--- src/rtl/ps2_keyboard_fifo.sv ---
// PS/2 keyboard receiver: deserialises 11-bit frames, optionally folds E0/F0 prefixes, buffers codes in a show-ahead FIFO.
// Latency: an entry is visible on the first clk edge after the strobe cycle of the stop bit.
// Backpressure: none toward the device; when the FIFO is full a new entry is dropped and overflow is flagged.
module ps2_keyboard_fifo #(
   parameter int FIFO_AW        = 3,
   parameter int SYNC_STAGES    = 3,
   parameter int TIMEOUT_CYCLES = 50000,
   parameter int DECODE         = 1
) (
   input  logic               clk,
   input  logic               rst,
   input  logic               ps2_clk,
   input  logic               ps2_data,
   input  logic               rd_en,
   input  logic               clr_err,
   output logic [7:0]         data,
   output logic               ext,
   output logic               brk,
   output logic               valid,
   output logic [FIFO_AW:0]   count,
   output logic               overflow,
   output logic               parity_err,
   output logic               frame_err
);

   localparam int DEPTH = 1 << FIFO_AW;
   localparam int TW    = $clog2(TIMEOUT_CYCLES + 1);

   typedef enum logic [1:0] {ST_IDLE, ST_E0, ST_F0, ST_E0F0} dec_state_t;

   logic [SYNC_STAGES-1:0] sync;
   logic                   strobe;
   logic [3:0]             bit_cnt;
   logic [9:0]             buffer;
   logic [TW-1:0]          to_cnt;
   logic                   timeout;
   logic                   frame_end, start_ok, stop_ok, par_ok, frame_ok, frame_bad;
   logic [7:0]             rx_byte;
   dec_state_t             state, state_nxt;
   logic                   push_vld;
   logic [9:0]             push_dat;
   logic [9:0]             mem [DEPTH];
   logic [FIFO_AW:0]       wr_ptr, rd_ptr;
   logic                   full, pop, wr_ok;
   logic [9:0]             head;

   // Synchronise ps2_clk; reset to all-ones so release never looks like a falling edge.
   always_ff @(posedge clk or posedge rst) begin
      if (rst) sync <= '1;
      else     sync <= {sync[SYNC_STAGES-2:0], ps2_clk};
   end

   assign strobe    = sync[SYNC_STAGES-1] & ~sync[SYNC_STAGES-2];
   assign frame_end = strobe && (bit_cnt == 4'd10);
   assign start_ok  = ~buffer[0];
   assign stop_ok   = ps2_data;
   assign par_ok    = ^buffer[9:1];
   assign frame_ok  = frame_end & start_ok & stop_ok & par_ok;
   assign frame_bad = frame_end & ~(start_ok & stop_ok & par_ok);
   assign rx_byte   = buffer[8:1];
   assign timeout   = ~strobe && (bit_cnt != 4'd0) && (to_cnt == TW'(TIMEOUT_CYCLES - 1));

   // Bit collection and inactivity timeout; a stalled partial frame is abandoned.
   always_ff @(posedge clk or posedge rst) begin
      if (rst) begin
         bit_cnt <= 4'd0;
         buffer  <= '0;
         to_cnt  <= '0;
      end else if (strobe) begin
         to_cnt <= '0;
         if (bit_cnt == 4'd10) begin
            bit_cnt <= 4'd0;
         end else begin
            buffer[bit_cnt] <= ps2_data;
            bit_cnt         <= bit_cnt + 4'd1;
         end
      end else if (timeout) begin
         bit_cnt <= 4'd0;
         to_cnt  <= '0;
      end else if (bit_cnt != 4'd0) begin
         to_cnt <= to_cnt + TW'(1);
      end else begin
         to_cnt <= '0;
      end
   end

   // Prefix decoder state register.
   always_ff @(posedge clk or posedge rst) begin
      if (rst) state <= ST_IDLE;
      else     state <= state_nxt;
   end

   // Fold E0/F0 prefixes into ext/brk; raw mode pushes every accepted byte.
   always_comb begin
      logic hold;
      state_nxt = state;
      push_vld  = 1'b0;
      push_dat  = {2'b00, rx_byte};
      hold      = ((state == ST_IDLE) && ((rx_byte == 8'hE0) || (rx_byte == 8'hF0))) ||
                  ((state == ST_E0) && (rx_byte == 8'hF0));
      if (DECODE == 0) begin
         state_nxt = ST_IDLE;
         push_vld  = frame_ok;
      end else if (frame_bad) begin
         state_nxt = ST_IDLE;
      end else if (frame_ok) begin
         if (hold) begin
            if (state == ST_E0)            state_nxt = ST_E0F0;
            else if (rx_byte == 8'hE0)     state_nxt = ST_E0;
            else                           state_nxt = ST_F0;
         end else begin
            push_vld  = 1'b1;
            push_dat  = {(state == ST_F0) || (state == ST_E0F0),
                         (state == ST_E0) || (state == ST_E0F0), rx_byte};
            state_nxt = ST_IDLE;
         end
      end
   end

   assign count = wr_ptr - rd_ptr;
   assign full  = (count == (FIFO_AW+1)'(DEPTH));
   assign valid = (count != '0);
   assign pop   = rd_en & valid;
   assign wr_ok = push_vld & (~full | pop);
   assign head  = mem[rd_ptr[FIFO_AW-1:0]];
   assign data  = valid ? head[7:0] : 8'h00;
   assign ext   = valid & head[8];
   assign brk   = valid & head[9];

   // FIFO storage; contents are qualified by valid so no reset is needed.
   always_ff @(posedge clk) begin
      if (wr_ok) mem[wr_ptr[FIFO_AW-1:0]] <= push_dat;
   end

   // FIFO pointers; the extra MSB distinguishes full from empty.
   always_ff @(posedge clk or posedge rst) begin
      if (rst) begin
         wr_ptr <= '0;
         rd_ptr <= '0;
      end else begin
         if (wr_ok) wr_ptr <= wr_ptr + 1'b1;
         if (pop)   rd_ptr <= rd_ptr + 1'b1;
      end
   end

   // Sticky error flags; a new event in the clearing cycle keeps the flag set.
   always_ff @(posedge clk or posedge rst) begin
      if (rst) begin
         overflow   <= 1'b0;
         parity_err <= 1'b0;
         frame_err  <= 1'b0;
      end else begin
         overflow   <= (overflow & ~clr_err) | (push_vld & full & ~pop);
         parity_err <= (parity_err & ~clr_err) | (frame_end & ~par_ok);
         frame_err  <= (frame_err & ~clr_err) | (frame_end & ~(start_ok & stop_ok)) | timeout;
      end
   end

endmodule

--- config.mk ---
export PLATFORM = sky130hd
export DESIGN_NAME = ps2_keyboard_fifo
export DESIGN_NICKNAME = d
export VERILOG_FILES = /design/src/rtl/ps2_keyboard_fifo.sv
export SDC_FILE = /design/constraint.sdc
export NUM_CORES = 1
export LEC_CHECK = 0
export BUFFER_PORTS_ARGS = -buffer_cell sky130_fd_sc_hd__buf_2
export CORE_UTILIZATION = 60
export DETAILED_ROUTE_END_ITERATION = 10
export PLACE_DENSITY_LB_ADDON = 0.15
export SLEW_MARGIN = 20
export SYNTH_ARGS = -nofsm -noshare
export SYNTH_HDL_FRONTEND = slang
export SYNTH_SLANG_ARGS = --single-unit
--- constraint.sdc ---
create_clock -name clk -period 4.5 [get_ports clk]
set_clock_uncertainty 0.15 [all_clocks]
set_input_delay 0.9 -clock clk [delete_from_list [all_inputs] [get_ports clk]]
set_output_delay 0.9 -clock clk [all_outputs]
set_load 0.005 [all_outputs]
# Word-level counts from Yosys, hierarchy flattened
# Memory sizes are Yosys's and may differ from the RTL's.
# Cells that the tools add are included.
dict set report op_classes {
  add_sub_neg 5
  n_lt_le_gt_ge 2
  eq_ne 8
  mux 23
  n_bitwise 33
  n_reduce_logical 17
}
# op n
set op_table {}
lappend op_table {{2-to-1 mux 16 bit} 3}
lappend op_table {{2-to-1 mux 10 bit} 3}
lappend op_table {{bitwise AND 1 bit} 18}
lappend op_table {{adder 16 x 1 -> 16 bit (second input constant)} 1}
lappend op_table {{== test 16 bit (second input constant)} 1}
lappend op_table {{== test 8 bit (second input constant)} 2}
lappend op_table {{adder 4 x 1 -> 4 bit (second input constant)} 3}
lappend op_table {{2-to-1 mux 4 bit} 3}
lappend op_table {{bitwise mux 10 bit} 1}
lappend op_table {{2-to-1 mux 2 bit} 5}
lappend op_table {{inverter 1 bit} 10}
lappend op_table {{XOR reduction 9 bit} 1}
lappend op_table {{== test 4 bit (second input constant)} 2}
lappend op_table {{2-to-1 mux 8 bit} 1}
lappend op_table {{nonzero test 4 bit} 2}
lappend op_table {{logical AND 1 bit} 6}
lappend op_table {{2-to-1 mux 1 bit} 6}
lappend op_table {{< comparator 4 x 5 -> 1 bit (second input constant)} 1}
lappend op_table {{bitwise OR 1 bit} 5}
lappend op_table {{demux 1 bit (select 4 bit)} 1}
lappend op_table {{== test 2 bit (second input constant)} 2}
lappend op_table {{>= comparator 4 x 1 -> 1 bit (second input constant)} 1}
lappend op_table {{logical OR 1 bit} 4}
lappend op_table {{nonzero test 2 bit} 2}
lappend op_table {{4 further kinds} 4}
dict set report totals {
  register_bits 46
  ramBits 80
  input_bits 6
  output_inout_bits 18
  wordCells 99
  n_memories 1
}
# memory words width read_ports rd_ports_with_merged_regs wr line_no
set mem_list {}
lappend mem_list {mem 8 10 1 0 1 42} ;# logic [9:0] mem [DEPTH];

# Depth between registers and ports, before layout
dict set report logic_depth {
  depth_word 11
  ltp_mapped 9
  ltp_nobuf 9
}

# Worst setup path before layout
# Ideal clock, no wire load.
dict set report synth_timing {
  path_kind {reg-to-reg}
  start {reg rd_ptr[1]}
  end {mem mem[0][0] (enable)}
  setup_time_ps 390
  t_arrival_ps 2789
  t_required_ps 3960
  path_slack_ps 1171
  stages_incl_launch_ff 9
  path_buffers 1
  synth_period_minus_slack_ps 3329
  cell_sequence {dfrtp_1 -> clkbuf_1 -> inv_1 -> fa_1 -> xor2_1 -> nor4_1 -> nand3_1 -> nand3_1 -> nor3_1}
}
dict set report synth_via {
  elab_chain_cells 7
  word_cells_on_any_way 9
  classes_between {add/sub: 1; eq/ne: 1; mux: 2; bitwise: 4; reduce/logical: 1}
}
# element line_no
set synth_lines {}
lappend synth_lines {{start, declared} 43} ;# logic [FIFO_AW:0] wr_ptr, rd_ptr;
lappend synth_lines {{start signal, assigned} 142} ;# if (pop) rd_ptr <= rd_ptr + 1'b1;
lappend synth_lines {{subtractor 4 bit *} 120} ;# assign count = wr_ptr - rd_ptr;
lappend synth_lines {{net count[2]} 20} ;# output logic [FIFO_AW:0] count,
lappend synth_lines {{nonzero test 4 bit / == test 4 bit (equally long branches)} {122, 121}}
lappend synth_lines {{bitwise AND 1 bit / inverter 1 bit (equally long branches)} {123, 124}}
lappend synth_lines {{bitwise OR 1 bit *} 124} ;# assign wr_ok = push_vld & (~full | pop);
lappend synth_lines {{bitwise AND 1 bit *} 124}
lappend synth_lines {{2-to-1 mux 1 bit *} 132} ;# if (wr_ok) mem[wr_ptr[FIFO_AW-1:0]] <= push_dat;
lappend synth_lines {{2-to-1 mux 1 bit (implied by the code) *} 132}
lappend synth_lines {{end, declared} 42}
# Mark *: on every way through the listed nets, which the timed path passes. The rest lies on a longest branch.

# Worst setup path after layout
dict set report layout_timing {
  start {reg rd_ptr[2]}
  end {out data[3]}
}
dict set report layout_via {
  elab_chain_cells 3
  word_cells_on_any_way 4
  classes_between {add/sub: 1; mux: 1; reduce/logical: 1; memory: 1}
}
# element line_no
set layout_lines {}
lappend layout_lines {{subtractor 4 bit} 120}
lappend layout_lines {{nonzero test 4 bit} 122} ;# assign valid = (count != '0);
lappend layout_lines {{2-to-1 mux 8 bit *} 126} ;# assign data = valid ? head[7:0] : 8'h00;
lappend layout_lines {{end, declared} 16} ;# output logic [7:0] data,
# Mark *: on every way between the ends. The rest lies on a longest branch, timed or not.

==> summary.txt <==
Synth
  • Asr flop ratio synth: approximately 37%
  • Register area share after synthesis: 64.2%
  • Distinct cells, synth: 49
  • Mapped Area: about 0.0055 mm²
  • Syn Inst Count: roughly 380
  • Syn Area/Cell: ~14 µm²
  • EDFF count, synth: 80
  • Primary FF master, synth: edfxtp_1
  • Synthesis Warnings: 0
  • Flops & latches, synth: 126
  • Syn nets: ~400

Critical path
  • Most common cell on crit path: a21oi_1
  • CP Cell Sequence: inv_1, ha_1, a21oi_1, nand3_1, a2111oi_4, a21oi_1, buf_2
  • CP max-delay cell: a2111oi_4
  • Slowest stage delay, CP: 0.81 ns
  • R2R cell count: 7
  • Endpoint class of the critical path: output port
  • Worst endpoint required time: 3.45 ns
  • Worst-path fanout max: 13
  • Worst path arrival time: roughly 3.1 ns
  • CP Class: flip-flop to output port
  • CP startpoint kind: flip-flop

Route
  • Final WL: 10.7 mm
  • ANT nets after route: 0
  • Wire per inst: 19.8 µm
  • DRC viols: 2
  • Drt initial violations: 225
  • Vias per cell: 5.83
  • Via count: 3147
  • Drt first pass iters: 7

Place
  • Port buffer count: 23
  • Placed instance count: 508
  • Placer Congestion: 0.741
  • Cell Area, Placed: 0.00578 mm²
  • Final HPWL DP: between 6 and 7 mm

Floorplanning
  • Die X: 98.1 µm
  • # IOs: 24
  • Initial Util: 62.6%
  • Core area: between 0.008 and 0.009 mm²
  • Die Footprint: about 0.0096 mm²
  • FP Rows: 34
  • Die height: 98.1 µm

GRT
  • Met1 usage: 33.5%
  • Vias in the first global route: ~3300
  • Largest net degree at the start of global routing: between 40 and 50
  • Top Usage Layer GRT: met2
  • Gr ovfl total: 0
  • GR Util met2: 40.6%
  • GRT Total Usage: about a quarter
  • M3 GR Usage: about 5.8%
  • Initial antenna violation count: 0
  • First-pass GRT wire length: 17.4 mm

Timing
  • WHS: 0.209 ns
  • Minimum clock period: 4.17 ns
  • Slew margin rel.: 27.9%
  • Final hold vios: 0
  • Slew @ Worst Pin: 1.08 ns
  • Final period util: 92.7%
  • Max Clk Rate: about 240 MHz
  • Final setup viols: 0
  • Unrepaired setup endpoints after global routing: false
  • Setup TNS: 0 ns
  • Slew Limit Fails: 0

Pwr
  • Pwr Total: 4.02 mW
  • Worst vdd ir: 359 µV
  • Seq pwr share: 39.0%
  • Switching Fraction: between 30% and 40%
  • Pint: around 2.8 mW
  • Clock power share: approximately a third
  • Leakage: 2.48 nW
  • PwrDens: approximately 630 mW/mm²
  • Combinational power share: 26.2%
  • Switch Pwr: 1.23 mW

Clock network
  • Clk buf depth: 2
  • Hold buffers post-CTS: 0
  • CTS tree: built
  • Clk slew on worst S/H paths: 0.06 ns
  • H-tree Lvls: 4
  • Skew-Pair Late Insertion Delay: 0.51 ns
  • Buffer count from post-CTS setup fixing: 0
  • Root Buffer: clkbuf_8
  • TritonCTS Buffers: 17
  • Clk sinks: 126
  • CTS resizes: 0

Outcome
  • Failing checks: design-rule violations
  • Status: finished with violations

Cells and area
  • Share of layout cells above drive strength 1: 25.0%
  • Ant. Diodes: 0
  • Multi-input logic area: between 0.0015 and 0.002 mm²
  • Register Area: 0.00356 mm²
  • Fillers: 593
  • Nets: 437
  • Area Overhead vs Synth: 15.4%
  • Design Area, Final: between 0.006 and 0.007 mm²
  • Post-route insts no fill: 540

Worst hold path
  • WHS Path Cells: 0
  • Worst hold path class: flip-flop to flip-flop

Flow run
  • Max-cap violations: 0
placed cells by master, fill, tap and decap left out, types with 3 or more instances in the layout:
cell | synthesis | final
clkinv_4 | 0 | 3
nand2b_1 | 7 | 7
nand4_1 | 3 | 3
clkinvlp_4 | 0 | 3
edfxtp_1 | 80 | 80
o21ai_0 | 8 | 8
xnor2_1 | 7 | 7
dfstp_2 | 3 | 3
mux4_2 | 20 | 20
inv_1 | 19 | 18
nor2_2 | 0 | 3
dfrtp_1 | 43 | 43
and2_1 | 5 | 5
clkinv_2 | 0 | 3
o21ai_1 | 3 | 3
clkbuf_16 | 0 | 16
ha_1 | 11 | 11
buf_2 | 3 | 23
bufinv_16 | 0 | 4
mux2_2 | 8 | 8
a21o_1 | 3 | 3
a21oi_1 | 17 | 17
and3_1 | 4 | 4
nor2_1 | 25 | 22
nor3_1 | 5 | 5
nand3_1 | 17 | 17
nand2_1 | 35 | 35
buf_4 | 1 | 6
xor2_1 | 16 | 16
path summary, 6_finish.rpt:
path	start	slack, ns	to
max	rd_ptr[2]$_DFFE_PP0P_	0.33	data[3]
max in group asynchronous	rst	3.37	bit_cnt[1]$_DFFE_PP0P_
min in group asynchronous	rst	0.35	to_cnt[15]$_DFF_PP0_
min	sync[0]$_DFF_PP1_	0.21	sync[1]$_DFF_PP1_
max reg2reg	buffer[2]$_DFFE_PP0P_	0.96	mem[4][2]$_DFFE_PP_
min reg2reg	sync[0]$_DFF_PP1_	0.21	sync[1]$_DFF_PP1_
area by class of cell:
| cell class | count | area share (%) |
|---|---|---|
| clock inverter | 15 | 3.05 |
| tap | 108 | 2.11 |
| timing repair buffer | 29 | 2.51 |
| sequential | 126 | 55.6 |
| clock buffer | 17 | 6.48 |
| inverter | 19 | 1.14 |
| multi-input combinational | 226 | 29.1 |
per-stage QoR:
| stage | worst slack (ns) | util, % |
|---|---|---|
| 5_1_grt | 0.0330 | 72.2 |
| 2_1_floorplan | 1.17 | - |
| 4_1_cts | 0.270 | 72.2 |
| 3_3_place_gp | 0.967 | 65.3 |
| 3_5_place_dp | 0.867 | 65.3 |
| 6_report | 0.328 | 72.2 |
worst max-delay path: cells and delay by family (launching register included):
family / cells / cell delay, ns
and+or+nand+nor: 1 / 0.19
AOI/OAI and AO/OA: 3 / 1.13
DFF: 1 / 0.65
adders and majority gates: 1 / 0.35
buffers and inverters: 2 / 0.29
registers in the layout, indices dropped and copies added (netlist names), 2 cells and up:
| signal | count |
|---|---|
| rd_ptr | 4 |
| state | 2 |
| sync | 3 |
| mem | 80 |
| buffer | 10 |
| wr_ptr | 4 |
| to_cnt | 16 |
| bit_cnt | 4 |
per-layer routing:
| metal | share of wire [%] | wire (µm) | vias up |
|---|---|---|---|
| met5 | 0 | 0 | - |
| met4 | 1.3 | 135 | 0 |
| met3 | 4.2 | 448 | 12 |
| met1 | 43 | 4600 | 1578 |
| met2 | 52 | 5510 | 64 |
| li1 | - | - | 1493 |
cell usage after synthesis, types with 4 or more instances:
master / instances / area share, %
edfxtp_1: 80 / 43
dfrtp_1: 43 / 19
nand2_1: 35 / 2.4
nor2_1: 25 / 1.7
mux4_2: 20 / 8.1
inv_1: 19 / 1.3
a21oi_1: 17 / 1.5
nand3_1: 17 / 1.5
xor2_1: 16 / 2.5
ha_1: 11 / 2.5
mux2_2: 8 / 1.6
o21ai_0: 8 / 0.72
clkbuf_1: 7 / 0.47
nand2b_1: 7 / 0.79
xnor2_1: 7 / 1.1
and2_1: 5 / 0.56
nor3_1: 5 / 0.45
and3_1: 4 / 0.45
kinds of logic (layout without fill, tap and decap cells):
logic type               Yosys count  after routing  synth area share [%]
multiplexers                      30             30                  10.2
buffers and inverters             31             80                  2.37
flip-flops                       126            126                  64.2
AO/OA/AOI/OAI                     39             39                  4.45
adder cells (fa/ha/maj)           12             12                  2.85
XOR/XNOR                          24             24                  4.04
AND/OR/NAND/NOR                  121            121                  11.8
power by group through the flow:
stage / logic (mW) / clock network, mW / registers, mW
detailed placement: 1.04 / 0 / 1.58
CTS: 1.06 / 1.41 / 1.57
global placement: 1.03 / 0 / 1.58
global route: 1.17 / 1.47 / 1.59
finish: 1.05 / 1.40 / 1.57
floorplan: 0.812 / 0 / 1.52
(Power assumes the default switching activity.)
